$ cat config.mk
export PLATFORM = sky130hd
export DESIGN_NAME = mem_bus_arbiter_flat
export DESIGN_NICKNAME = d
export VERILOG_FILES = /design/src/rtl/mem_bus_arbiter_if.sv /design/src/rtl/mem_bus_arbiter.sv /design/src/flat_wrapper.sv
export SDC_FILE = /design/constraint.sdc
export NUM_CORES = 1
export LEC_CHECK = 0
export BUFFER_PORTS_ARGS = -buffer_cell sky130_fd_sc_hd__buf_2
export CAP_MARGIN = 0
export CORE_UTILIZATION = 40
export DETAILED_ROUTE_END_ITERATION = 7
export PLACE_DENSITY = 0.75
export SLEW_MARGIN = 0
export SYNTH_ARGS = -nofsm -noshare
export SYNTH_HDL_FRONTEND = slang
export SYNTH_SLANG_ARGS = --single-unit
$ cat constraint.sdc
create_clock -name clk -period 2.2 [get_ports clk]
set_clock_uncertainty 0.1 [all_clocks]
set_input_delay 0.44 -clock clk [delete_from_list [all_inputs] [get_ports clk]]
set_output_delay 0.44 -clock clk [all_outputs]
set_load 0.02 [all_outputs]
$ cat src/rtl/mem_bus_arbiter_if.sv
// Port bundle for mem_bus_arbiter: I-fetch port, load/store port, memory bus
// and the pipeline stall output.
// master: the arbiter side.  slave: the pipeline/memory side.
interface mem_bus_arbiter_if #(
   parameter int ADDR_W = 32,
   parameter int DATA_W = 32
);
   localparam int BE_W = DATA_W / 8;

   // instruction-fetch port
   logic              inst_req;
   logic [ADDR_W-1:0] inst_addr;
   logic [DATA_W-1:0] inst_rdata;
   logic              inst_ready;

   // load/store port
   logic              data_req;
   logic              data_wr;
   logic [BE_W-1:0]   data_be;
   logic [ADDR_W-1:0] data_addr;
   logic [DATA_W-1:0] data_wdata;
   logic [DATA_W-1:0] data_rdata;
   logic              data_ready;

   // memory bus
   logic              bus_err;
   logic              bus_req;
   logic              bus_wr;
   logic [BE_W-1:0]   bus_be;
   logic [ADDR_W-1:0] bus_addr;
   logic [DATA_W-1:0] bus_wdata;
   logic [DATA_W-1:0] bus_rdata;
   logic              bus_ack;

   // pipeline hazard controller
   logic              mem_stall;

   modport master (
      input  inst_req, inst_addr,
      output inst_rdata, inst_ready,
      input  data_req, data_wr, data_be, data_addr, data_wdata,
      output data_rdata, data_ready,
      output bus_err, bus_req, bus_wr, bus_be, bus_addr, bus_wdata,
      input  bus_rdata, bus_ack,
      output mem_stall
   );

   modport slave (
      output inst_req, inst_addr,
      input  inst_rdata, inst_ready,
      output data_req, data_wr, data_be, data_addr, data_wdata,
      input  data_rdata, data_ready,
      input  bus_err, bus_req, bus_wr, bus_be, bus_addr, bus_wdata,
      output bus_rdata, bus_ack,
      input  mem_stall
   );
endinterface

$ cat src/rtl/mem_bus_arbiter.sv
// mem_bus_arbiter: shares one single-port memory bus between the fetch (I)
// and load/store (D) ports, one transaction at a time:
// IDLE -> BUSY_I/BUSY_D -> RESP -> IDLE.
// Optional macro MEM_ARB_RR_EN: round-robin between I and D when both request;
// without it D has fixed priority over I.
module mem_bus_arbiter #(
   parameter int ADDR_W  = 32,
   parameter int DATA_W  = 32,
   parameter int TIMEOUT = 255
) (
   input logic                clk,
   input logic                rst_n,
   mem_bus_arbiter_if.master  bus
);
   localparam int BE_W  = DATA_W / 8;
   localparam int CNT_W = (TIMEOUT > 0) ? $clog2(TIMEOUT + 1) : 1;
   localparam logic [CNT_W-1:0] CNT_LIMIT = CNT_W'(TIMEOUT);

   typedef enum logic [1:0] {IDLE, BUSY_I, BUSY_D, RESP} state_t;

   state_t            state_q, state_d;
   logic [CNT_W-1:0]  cnt_q, cnt_d;
   logic              bus_req_q, bus_req_d;
   logic              bus_wr_q, bus_wr_d;
   logic [BE_W-1:0]   bus_be_q, bus_be_d;
   logic [ADDR_W-1:0] bus_addr_q, bus_addr_d;
   logic [DATA_W-1:0] bus_wdata_q, bus_wdata_d;
   logic [DATA_W-1:0] inst_rdata_q, inst_rdata_d;
   logic [DATA_W-1:0] data_rdata_q, data_rdata_d;
   logic              inst_ready_q, inst_ready_d;
   logic              data_ready_q, data_ready_d;
   logic              bus_err_q, bus_err_d;

   logic              pick_d;     // IDLE grant goes to D this cycle
   logic [CNT_W-1:0]  cnt_inc;
   logic              timeout_hit;
   logic [DATA_W-1:0] resp_data;

`ifdef MEM_ARB_RR_EN
   logic last_d_q, last_d_d;      // 1: D was served in the most recent RESP

   // Both requesting: serve whoever was not served last; else the lone requester
   always_comb begin
      pick_d = bus.data_req & (~bus.inst_req | ~last_d_q);
   end

   // Remember who got the response; reset value means "I was last"
   always_comb begin
      last_d_d = last_d_q;
      if (state_q == RESP) last_d_d = data_ready_q;
   end

   // Round-robin history register
   always_ff @(posedge clk) begin
      if (!rst_n) last_d_q <= 1'b0;
      else        last_d_q <= last_d_d;
   end
`else
   // Fixed priority: D always beats I
   always_comb begin
      pick_d = bus.data_req;
   end
`endif

   // Next state, command register and response capture
   always_comb begin
      state_d      = state_q;
      cnt_d        = cnt_q;
      bus_req_d    = bus_req_q;
      bus_wr_d     = bus_wr_q;
      bus_be_d     = bus_be_q;
      bus_addr_d   = bus_addr_q;
      bus_wdata_d  = bus_wdata_q;
      inst_rdata_d = inst_rdata_q;
      data_rdata_d = data_rdata_q;
      inst_ready_d = 1'b0;
      data_ready_d = 1'b0;
      bus_err_d    = 1'b0;
      cnt_inc      = cnt_q + 1'b1;
      timeout_hit  = (TIMEOUT != 0) && (cnt_inc == CNT_LIMIT);
      // stores and aborted transactions return zero
      resp_data    = (bus.bus_ack && !bus_wr_q) ? bus.bus_rdata : '0;

      unique case (state_q)
         IDLE: begin
            cnt_d = '0;
            if (pick_d) begin
               state_d     = BUSY_D;
               bus_req_d   = 1'b1;
               bus_wr_d    = bus.data_wr;
               bus_be_d    = bus.data_wr ? bus.data_be : '1;
               bus_addr_d  = bus.data_addr;
               bus_wdata_d = bus.data_wr ? bus.data_wdata : '0;
            end else if (bus.inst_req) begin
               state_d     = BUSY_I;
               bus_req_d   = 1'b1;
               bus_wr_d    = 1'b0;
               bus_be_d    = '1;
               bus_addr_d  = bus.inst_addr;
               bus_wdata_d = '0;
            end
         end
         BUSY_I, BUSY_D: begin
            // an ack in the same cycle as the limit still completes normally
            if (bus.bus_ack || timeout_hit) begin
               state_d   = RESP;
               bus_req_d = 1'b0;
               bus_err_d = ~bus.bus_ack;
               if (state_q == BUSY_D) begin
                  data_rdata_d = resp_data;
                  data_ready_d = 1'b1;
               end else begin
                  inst_rdata_d = resp_data;
                  inst_ready_d = 1'b1;
               end
            end else if (TIMEOUT != 0) begin
               cnt_d = cnt_inc;
            end
         end
         RESP: begin
            state_d = IDLE;
            cnt_d   = '0;
         end
         default: state_d = IDLE;
      endcase
   end

   // State and registered outputs; reset abandons any transaction in flight
   always_ff @(posedge clk) begin
      if (!rst_n) begin
         state_q      <= IDLE;
         cnt_q        <= '0;
         bus_req_q    <= 1'b0;
         bus_wr_q     <= 1'b0;
         bus_be_q     <= '0;
         bus_addr_q   <= '0;
         bus_wdata_q  <= '0;
         inst_rdata_q <= '0;
         data_rdata_q <= '0;
         inst_ready_q <= 1'b0;
         data_ready_q <= 1'b0;
         bus_err_q    <= 1'b0;
      end else begin
         state_q      <= state_d;
         cnt_q        <= cnt_d;
         bus_req_q    <= bus_req_d;
         bus_wr_q     <= bus_wr_d;
         bus_be_q     <= bus_be_d;
         bus_addr_q   <= bus_addr_d;
         bus_wdata_q  <= bus_wdata_d;
         inst_rdata_q <= inst_rdata_d;
         data_rdata_q <= data_rdata_d;
         inst_ready_q <= inst_ready_d;
         data_ready_q <= data_ready_d;
         bus_err_q    <= bus_err_d;
      end
   end

   assign bus.bus_req    = bus_req_q;
   assign bus.bus_wr     = bus_wr_q;
   assign bus.bus_be     = bus_be_q;
   assign bus.bus_addr   = bus_addr_q;
   assign bus.bus_wdata  = bus_wdata_q;
   assign bus.inst_rdata = inst_rdata_q;
   assign bus.data_rdata = data_rdata_q;
   assign bus.inst_ready = inst_ready_q;
   assign bus.data_ready = data_ready_q;
   assign bus.bus_err    = bus_err_q;

   // Stall drops in the cycle the requester sees its ready
   assign bus.mem_stall = (bus.inst_req & ~inst_ready_q) | (bus.data_req & ~data_ready_q);

endmodule

$ cat src/flat_wrapper.sv
// flat-port wrapper written by rule: the top's interface ports become plain ports
module mem_bus_arbiter_flat 
#(
   parameter int ADDR_W  = 32,
   parameter int DATA_W  = 32,
   parameter int TIMEOUT = 255
)
  (clk, rst_n, bus_inst_req, bus_inst_addr, bus_inst_rdata, bus_inst_ready, bus_data_req, bus_data_wr, bus_data_be, bus_data_addr, bus_data_wdata, bus_data_rdata, bus_data_ready, bus_bus_err, bus_bus_req, bus_bus_wr, bus_bus_be, bus_bus_addr, bus_bus_wdata, bus_bus_rdata, bus_bus_ack, bus_mem_stall);
  mem_bus_arbiter_if #(.ADDR_W(ADDR_W), .DATA_W(DATA_W)) bus_i ();
  input logic clk;
  input logic rst_n;
  input wire logic [$bits(bus_i.inst_req)-1:0] bus_inst_req;
  input wire logic [$bits(bus_i.inst_addr)-1:0] bus_inst_addr;
  output wire logic [$bits(bus_i.inst_rdata)-1:0] bus_inst_rdata;
  output wire logic [$bits(bus_i.inst_ready)-1:0] bus_inst_ready;
  input wire logic [$bits(bus_i.data_req)-1:0] bus_data_req;
  input wire logic [$bits(bus_i.data_wr)-1:0] bus_data_wr;
  input wire logic [$bits(bus_i.data_be)-1:0] bus_data_be;
  input wire logic [$bits(bus_i.data_addr)-1:0] bus_data_addr;
  input wire logic [$bits(bus_i.data_wdata)-1:0] bus_data_wdata;
  output wire logic [$bits(bus_i.data_rdata)-1:0] bus_data_rdata;
  output wire logic [$bits(bus_i.data_ready)-1:0] bus_data_ready;
  output wire logic [$bits(bus_i.bus_err)-1:0] bus_bus_err;
  output wire logic [$bits(bus_i.bus_req)-1:0] bus_bus_req;
  output wire logic [$bits(bus_i.bus_wr)-1:0] bus_bus_wr;
  output wire logic [$bits(bus_i.bus_be)-1:0] bus_bus_be;
  output wire logic [$bits(bus_i.bus_addr)-1:0] bus_bus_addr;
  output wire logic [$bits(bus_i.bus_wdata)-1:0] bus_bus_wdata;
  input wire logic [$bits(bus_i.bus_rdata)-1:0] bus_bus_rdata;
  input wire logic [$bits(bus_i.bus_ack)-1:0] bus_bus_ack;
  output wire logic [$bits(bus_i.mem_stall)-1:0] bus_mem_stall;
  assign bus_i.inst_req = bus_inst_req;
  assign bus_i.inst_addr = bus_inst_addr;
  assign bus_inst_rdata = bus_i.inst_rdata;
  assign bus_inst_ready = bus_i.inst_ready;
  assign bus_i.data_req = bus_data_req;
  assign bus_i.data_wr = bus_data_wr;
  assign bus_i.data_be = bus_data_be;
  assign bus_i.data_addr = bus_data_addr;
  assign bus_i.data_wdata = bus_data_wdata;
  assign bus_data_rdata = bus_i.data_rdata;
  assign bus_data_ready = bus_i.data_ready;
  assign bus_bus_err = bus_i.bus_err;
  assign bus_bus_req = bus_i.bus_req;
  assign bus_bus_wr = bus_i.bus_wr;
  assign bus_bus_be = bus_i.bus_be;
  assign bus_bus_addr = bus_i.bus_addr;
  assign bus_bus_wdata = bus_i.bus_wdata;
  assign bus_i.bus_rdata = bus_bus_rdata;
  assign bus_i.bus_ack = bus_bus_ack;
  assign bus_mem_stall = bus_i.mem_stall;
  mem_bus_arbiter #(.ADDR_W(ADDR_W), .DATA_W(DATA_W), .TIMEOUT(TIMEOUT)) u_core (.clk(clk), .rst_n(rst_n), .bus(bus_i));
endmodule
==> run metrics, run 1 <==
status=finished clean; Worst VDD drop=between 0.8 and 0.9 mV; Vias=6,022; Nets=1,034; H-tree lvl count=4; Starting Density=0.4147; power density cells=1104 nW/µm²; Die Ht=128.5 µm; GRT Overall Usage=0.2132; Max Freq=473.8 MHz; DR vias/cell=5.406; Post-CTS Setup Repair Bufs=0; Hold Fails Final Rpt=0; Worst EP required=2460 ps; Avg WL per Cell=15.87 µm; Slew headroom=0.6482; initial antenna violation count=0; Synth Net Count=784; Crit Path Max Fanout=9; Worst EP arrival=2370 ps; Worst-Skew Late Latency=420 ps; port bufs=between 200 and 300; layout cell share with drive strength beyond 1=0.4563; Post-Syn Instances=640; Area growth, synth to finish=36.06%; post-route cell area=8705 µm²; setup violators final=0; max-slew violation count=0; DR iter-0 viols=356; number of global-route vias before repair=~5,800; Worst Setup End Kind=flip-flop; CP Launch Type=flip-flop; DRC=0; #FFs+latches synth=between 100 and 150; total gr overflow=0; clock sinks=147; EDFF count, synth=0; Syn Area/Cell=9.996 µm²; post-synthesis cell area=around 6400 µm²; most frequent cells in the layout=buf_2, dfxtp_1, nor2_1; root buffer cell=clkbuf_16; CTS Buffer Depth=2; Hold Crit Class=primary input to flip-flop; diode count=0; LEAKAGE=3.739 nW; RSZ-0062 raised after global routing=false; Layout Cells excl Fill=about 1,100; chip width=128.5 µm; total core area=about 15,000 µm²; num rows=45; Placed Area=8033 µm²; commonest non-fill, non-tap cell in the layout=buf_2; num ports=about 280; Yosys Warn Count=0; Cell variety after synth=47; sequential share of the synthesized area=0.4600; Routed WL=17.68 mm; routability cong.=0.8436; First-pass DRT Iterations=5; Period Utilization, post-route=0.9593; TritonCTS clock tree=done; post-layout min period=around 2100 ps; largest net degree at the start of global routing=between 90 and 100; Post-DRT Antenna Nets=0; kind of critical path=flip-flop to flip-flop; placed cells=roughly 1,100; worst slew pin tran=between 500 and 600 ps; Main synth FF type=dfxtp_1; CTS buffer count=17; full die area=16,500 µm²; max cap viols=0; clock slew at reported path FFs=60 ps; first-pass GRT wire length=~28 mm; async set-reset flop share out of synthesis=0; final hold slack=155.3 ps; Post-DP HPWL=12.11 mm
## cells by family after synthesis
logic type,Yosys count,share of synthesized area
buffers and inverters,81,0.05770
multiplexers,32,0.05007
AND/OR/NAND/NOR,142,0.09466
flip-flops,147,0.4600
adder cells (fa/ha/maj),6,0.01173
AO/OA/AOI/OAI,228,0.3204
XOR/XNOR,4,0.005477
## metal layers
metal	routed length [µm]	share of wire	up-vias	global-route usage
li1	-	-	2952	-
met1	7437	0.42	2806	0.2547
met2	8540	0.48	240	0.3574
met3	1450	0.082	24	0.07734
met4	254	0.014	0	0.06505
met5	0	0	-	0
## sequential cells by signal, summed over array words and instances, names as in the netlist, 2 cells and up
register / count
u_core.bus.inst_rdata: 32
u_core.bus.bus_be: 4
u_core.state_q: 2
u_core.cnt_q: 8
u_core.bus.data_rdata: 32
u_core.bus.bus_addr: 32
u_core.bus.bus_wdata: 32
## report_power, final
group          switching [mW]  internal (mW)  total, mW
clock network            1.14           1.91       3.05
registers               0.241           3.11       3.35
logic                    2.10           1.11       3.20
total                    3.48           6.13       9.61
## repair_timing
action,in CTS,in global routing
gates resized for setup,3,10
endpoints found under the setup margin,53,19
endpoints found under the hold margin,0,0
hold buffers,0,0
pin swaps,1,1
## synthesized netlist by cell type (2+ instances only)
cell / n / area (µm²)
a22oi_1: 32 / 240.2
and3_1: 2 / 12.51
inv_1: 11 / 41.29
buf_6: 7 / 78.83
a32o_1: 2 / 20.02
o22ai_1: 6 / 37.54
buf_2: 7 / 35.03
nand2b_1: 2 / 12.51
ha_1: 6 / 75.07
o21a_1: 4 / 30.03
nor3_1: 4 / 20.02
a21bo_2: 2 / 20.02
nor4_1: 2 / 12.51
a21oi_1: 6 / 30.03
o31ai_1: 4 / 30.03
xor2_1: 2 / 17.52
a211oi_1: 32 / 240.2
clkbuf_1: 47 / 176.4
nor2_1: 75 / 281.5
o21ai_0: 3 / 15.01
a31oi_1: 66 / 412.9
buf_1: 8 / 30.03
a311oi_2: 55 / 825.8
nand3_1: 7 / 35.03
a311oi_1: 9 / 78.83
nand2_1: 38 / 142.6
nand3b_1: 2 / 15.01
mux2i_1: 32 / 320.3
xnor2_1: 2 / 17.52
nor2b_1: 2 / 12.51
dfxtp_1: 147 / 2943
## final timing paths
path                      startpoint                       to  slack, ps  cells past startpoint
hold / removal     bus_data_wdata[8]  u_core.bus.bus_wdata[8]        160                      3
setup / recovery     u_core.cnt_q[0]          u_core.cnt_q[3]         90                      9
setup reg to reg     u_core.cnt_q[0]          u_core.cnt_q[3]         90                      9
hold reg to reg   u_core.bus.bus_req       u_core.bus.bus_req        370                      1
## area by class of cell
class	count	area (µm²)
clock buffer	21	480.5
fill	1397	6723
sequential	147	2950
inverter	11	43.79
timing repair buffer	301	1675
tap	211	264.0
clock inverter	11	146.4
multi-input combinational	412	3144
## through the flow
stage	setup slack [ps]	total power [mW]	util	setup TNS [ps]
finish	89.59	9.612	0.5642	0
global route	16.98	10.13	0.5642	0
CTS	5.244	9.673	0.5619	0
detailed placement	-34.98	6.601	0.5207	-604.8
global placement	57.51	6.544	0.5207	0
floorplan	154.4	5.582	-	0
## critical path, stage by stage, from the launching register on
cell and delay [ps]:
dfxtp_4 380, inv_2 50, ha_2 200, nand2_1 80, a21oi_1 60, o32ai_2 370, o21bai_4 90, buf_6 140
or4_1 490, nand2_1 70
Power figures use the tool's default switching activity.
==> run 2: changes to the inputs <==
MAX_ROUTING_LAYER = met4   (was not set)
==> run 2 against run 1 <==
Compared with the run above: worst hold slack got worse by 1.3 ps; critical path depth unchanged; clock power about the same; largest power group unchanged; global-route usage increased by 0.67 points; register-to-register slack about the same; routed wire length increased by 0.15%; cell count unchanged; count of clock-buffer cells in the layout unchanged; core utilization unchanged; fmax about the same; worst setup slack about the same.
==> run metrics, run 2 (same netlist as run 1, synthesis figures left out) <==
post-route cell area=8705 µm² (unchanged); num ports=276 (unchanged); Period Utilization, post-route=0.9594 (about the same); DRC=0 (unchanged); Flop pwr share=0.349 (about the same); max cap viols=0 (unchanged); Area growth, synth to finish=36.06% (unchanged); Worst EP required=2450 ps (about the same); DR iter-0 viols=373 (+4.8%); power density cells=1104 nW/µm² (about the same); worst slew pin tran=533.5 ps (+5.786 ps); Max Freq=473.8 MHz (about the same); Crit Path Max Fanout=9 (unchanged); diode count=0 (unchanged); CTS Buffer Depth=2 (unchanged); routability cong.=0.8568 (+1.6%); clock slew at reported path FFs=60 ps (about the same); layout cell share with drive strength beyond 1=0.4563 (unchanged); switching share of power=0.3624 (about the same); number of global-route vias before repair=5,788 (+0.49%); Worst VDD drop=0.8229 mV (about the same); GRT Overall Usage=0.2199 (+0.006681); Nets=1,034 (unchanged); LEAKAGE=3.739 nW (unchanged); chip width=128.5 µm (unchanged); num rows=45 (unchanged); DR vias/cell=5.399 (-0.13%); Die Ht=128.5 µm (unchanged); Placed Area=8033 µm² (unchanged); Internal=6.130 mW (about the same); max-slew violation count=0 (unchanged); Post-DRT Antenna Nets=0 (unchanged); First-pass DRT Iterations=6 (+1); most frequent cells in the layout=buf_2, dfxtp_1, nor2_1; Hold Buf Count CTS=0 (unchanged); Hold Crit Class=primary input to flip-flop; Worst EP arrival=2370 ps (about the same); Setup WS pre-CTS=-34.98 ps (unchanged); H-tree lvl count=4 (unchanged); Routed WL=17.71 mm (+0.15%); post-layout min period=2111 ps (+0.3381 ps); Hold Fails Final Rpt=0 (unchanged); commonest non-fill, non-tap cell in the layout=buf_2; Worst Setup End Kind=flip-flop; TritonCTS clock tree=done; root buffer cell=clkbuf_16; initial antenna violation count=0 (unchanged); Worst-Skew Late Latency=420 ps (about the same); Clk pwr share=0.318 (about the same); clock sinks=147 (unchanged); total net switching power=3.483 mW (about the same); setup violators final=0 (unchanged); full die area=16,500 µm² (unchanged); total core area=15,430 µm² (unchanged); Slew headroom=0.6443 (-0.003858); status=finished clean; port bufs=275 (unchanged); Post-DP HPWL=12.11 mm (unchanged); final hold slack=154.0 ps (-1.284 ps); kind of critical path=flip-flop to flip-flop; Avg WL per Cell=15.90 µm (+0.15%); RSZ-0062 raised after global routing=false; CP Launch Type=flip-flop; largest net degree at the start of global routing=97 (unchanged); Starting Density=0.4147 (unchanged); # fillers=1,397 (unchanged); first-pass GRT wire length=27.95 mm (about the same); total gr overflow=0 (unchanged); Vias=6,014 (-0.13%); slack of the critical path=89.26 ps (-0.3381 ps); CTS buffer count=17 (unchanged); Logic pwr share=0.333 (about the same)
==> run 2: what timing repair did <==
item | 4_1_cts | 5_1_grt
endpoints found under the setup margin | 53 | 18
setup buffers | 0 | 0
pin swaps | 1 | 1
resized for setup | 3 | 10
==> run 2: worst paths after layout <==
check	start	end	slack, ps	depth (start not counted)
worst max-delay path	u_core.cnt_q[0]	u_core.cnt_q[3]	90	9
worst min-delay path	bus_data_wdata[22]	u_core.bus.bus_wdata[22]	150	3
worst max register to register	u_core.cnt_q[0]	u_core.cnt_q[3]	90	9
worst min register to register	u_core.bus.bus_req	u_core.bus.bus_req	370	1
==> run 2: routing by layer <==
layer / GRT usage / vias up / wire length [µm] / part of all wire
met3: 0.06944 / 23 / 1278 / 0.072
met5: - / - / 0 / 0
met4: 0.06505 / 0 / 227 / 0.013
met1: 0.2593 / 2811 / 7560 / 0.43
met2: 0.3577 / 230 / 8642 / 0.49
li1: - / 2950 / - / -
==> run 2: critical path, cell delays in order, from the launching register on <==
cell,delay [ps]
dfxtp_4,380
inv_2,50
ha_2,200
nand2_1,80
a21oi_1,60
o32ai_2,370
o21bai_4,90
buf_6,140
or4_1,490
nand2_1,70
==> run 2: area by class of cell <==
class | count | area [µm²] | share of cell area
Clock buffer | 21 | 480.5 | 0.05520
Clock inverter | 11 | 146.4 | 0.01682
Timing Repair Buffer | 301 | 1675 | 0.1925
Sequential cell | 147 | 2950 | 0.3389
Inverter | 11 | 43.79 | 0.005031
Tap cell | 211 | 264.0 | 0.03033
Multi-Input combinational cell | 412 | 3144 | 0.3612
==> run 2: power by group through the flow <==
| stage | Clock [mW] | Sequential [mW] | Combinational [mW] |
|---|---|---|---|
| after detailed placement | 0 | 3.39 | 3.21 |
| after global routing | 3.23 | 3.41 | 3.49 |
| after floorplan | 0 | 3.89 | 1.69 |
| after CTS | 3.10 | 3.35 | 3.22 |
| final | 3.05 | 3.36 | 3.21 |
| after global placement | 0 | 3.39 | 3.16 |
==> run 2: metrics by stage <==
step,setup TNS [ps],cells,utilization,total power [mW]
final,0,1114,0.5642,9.613
after global routing,0,1114,0.5642,10.13
after CTS,0,1114,0.5619,9.673
after detailed placement,-604.8,1082,0.5207,6.601
after global placement,0,1082,0.5207,6.544
after floorplan,0,640,-,5.582
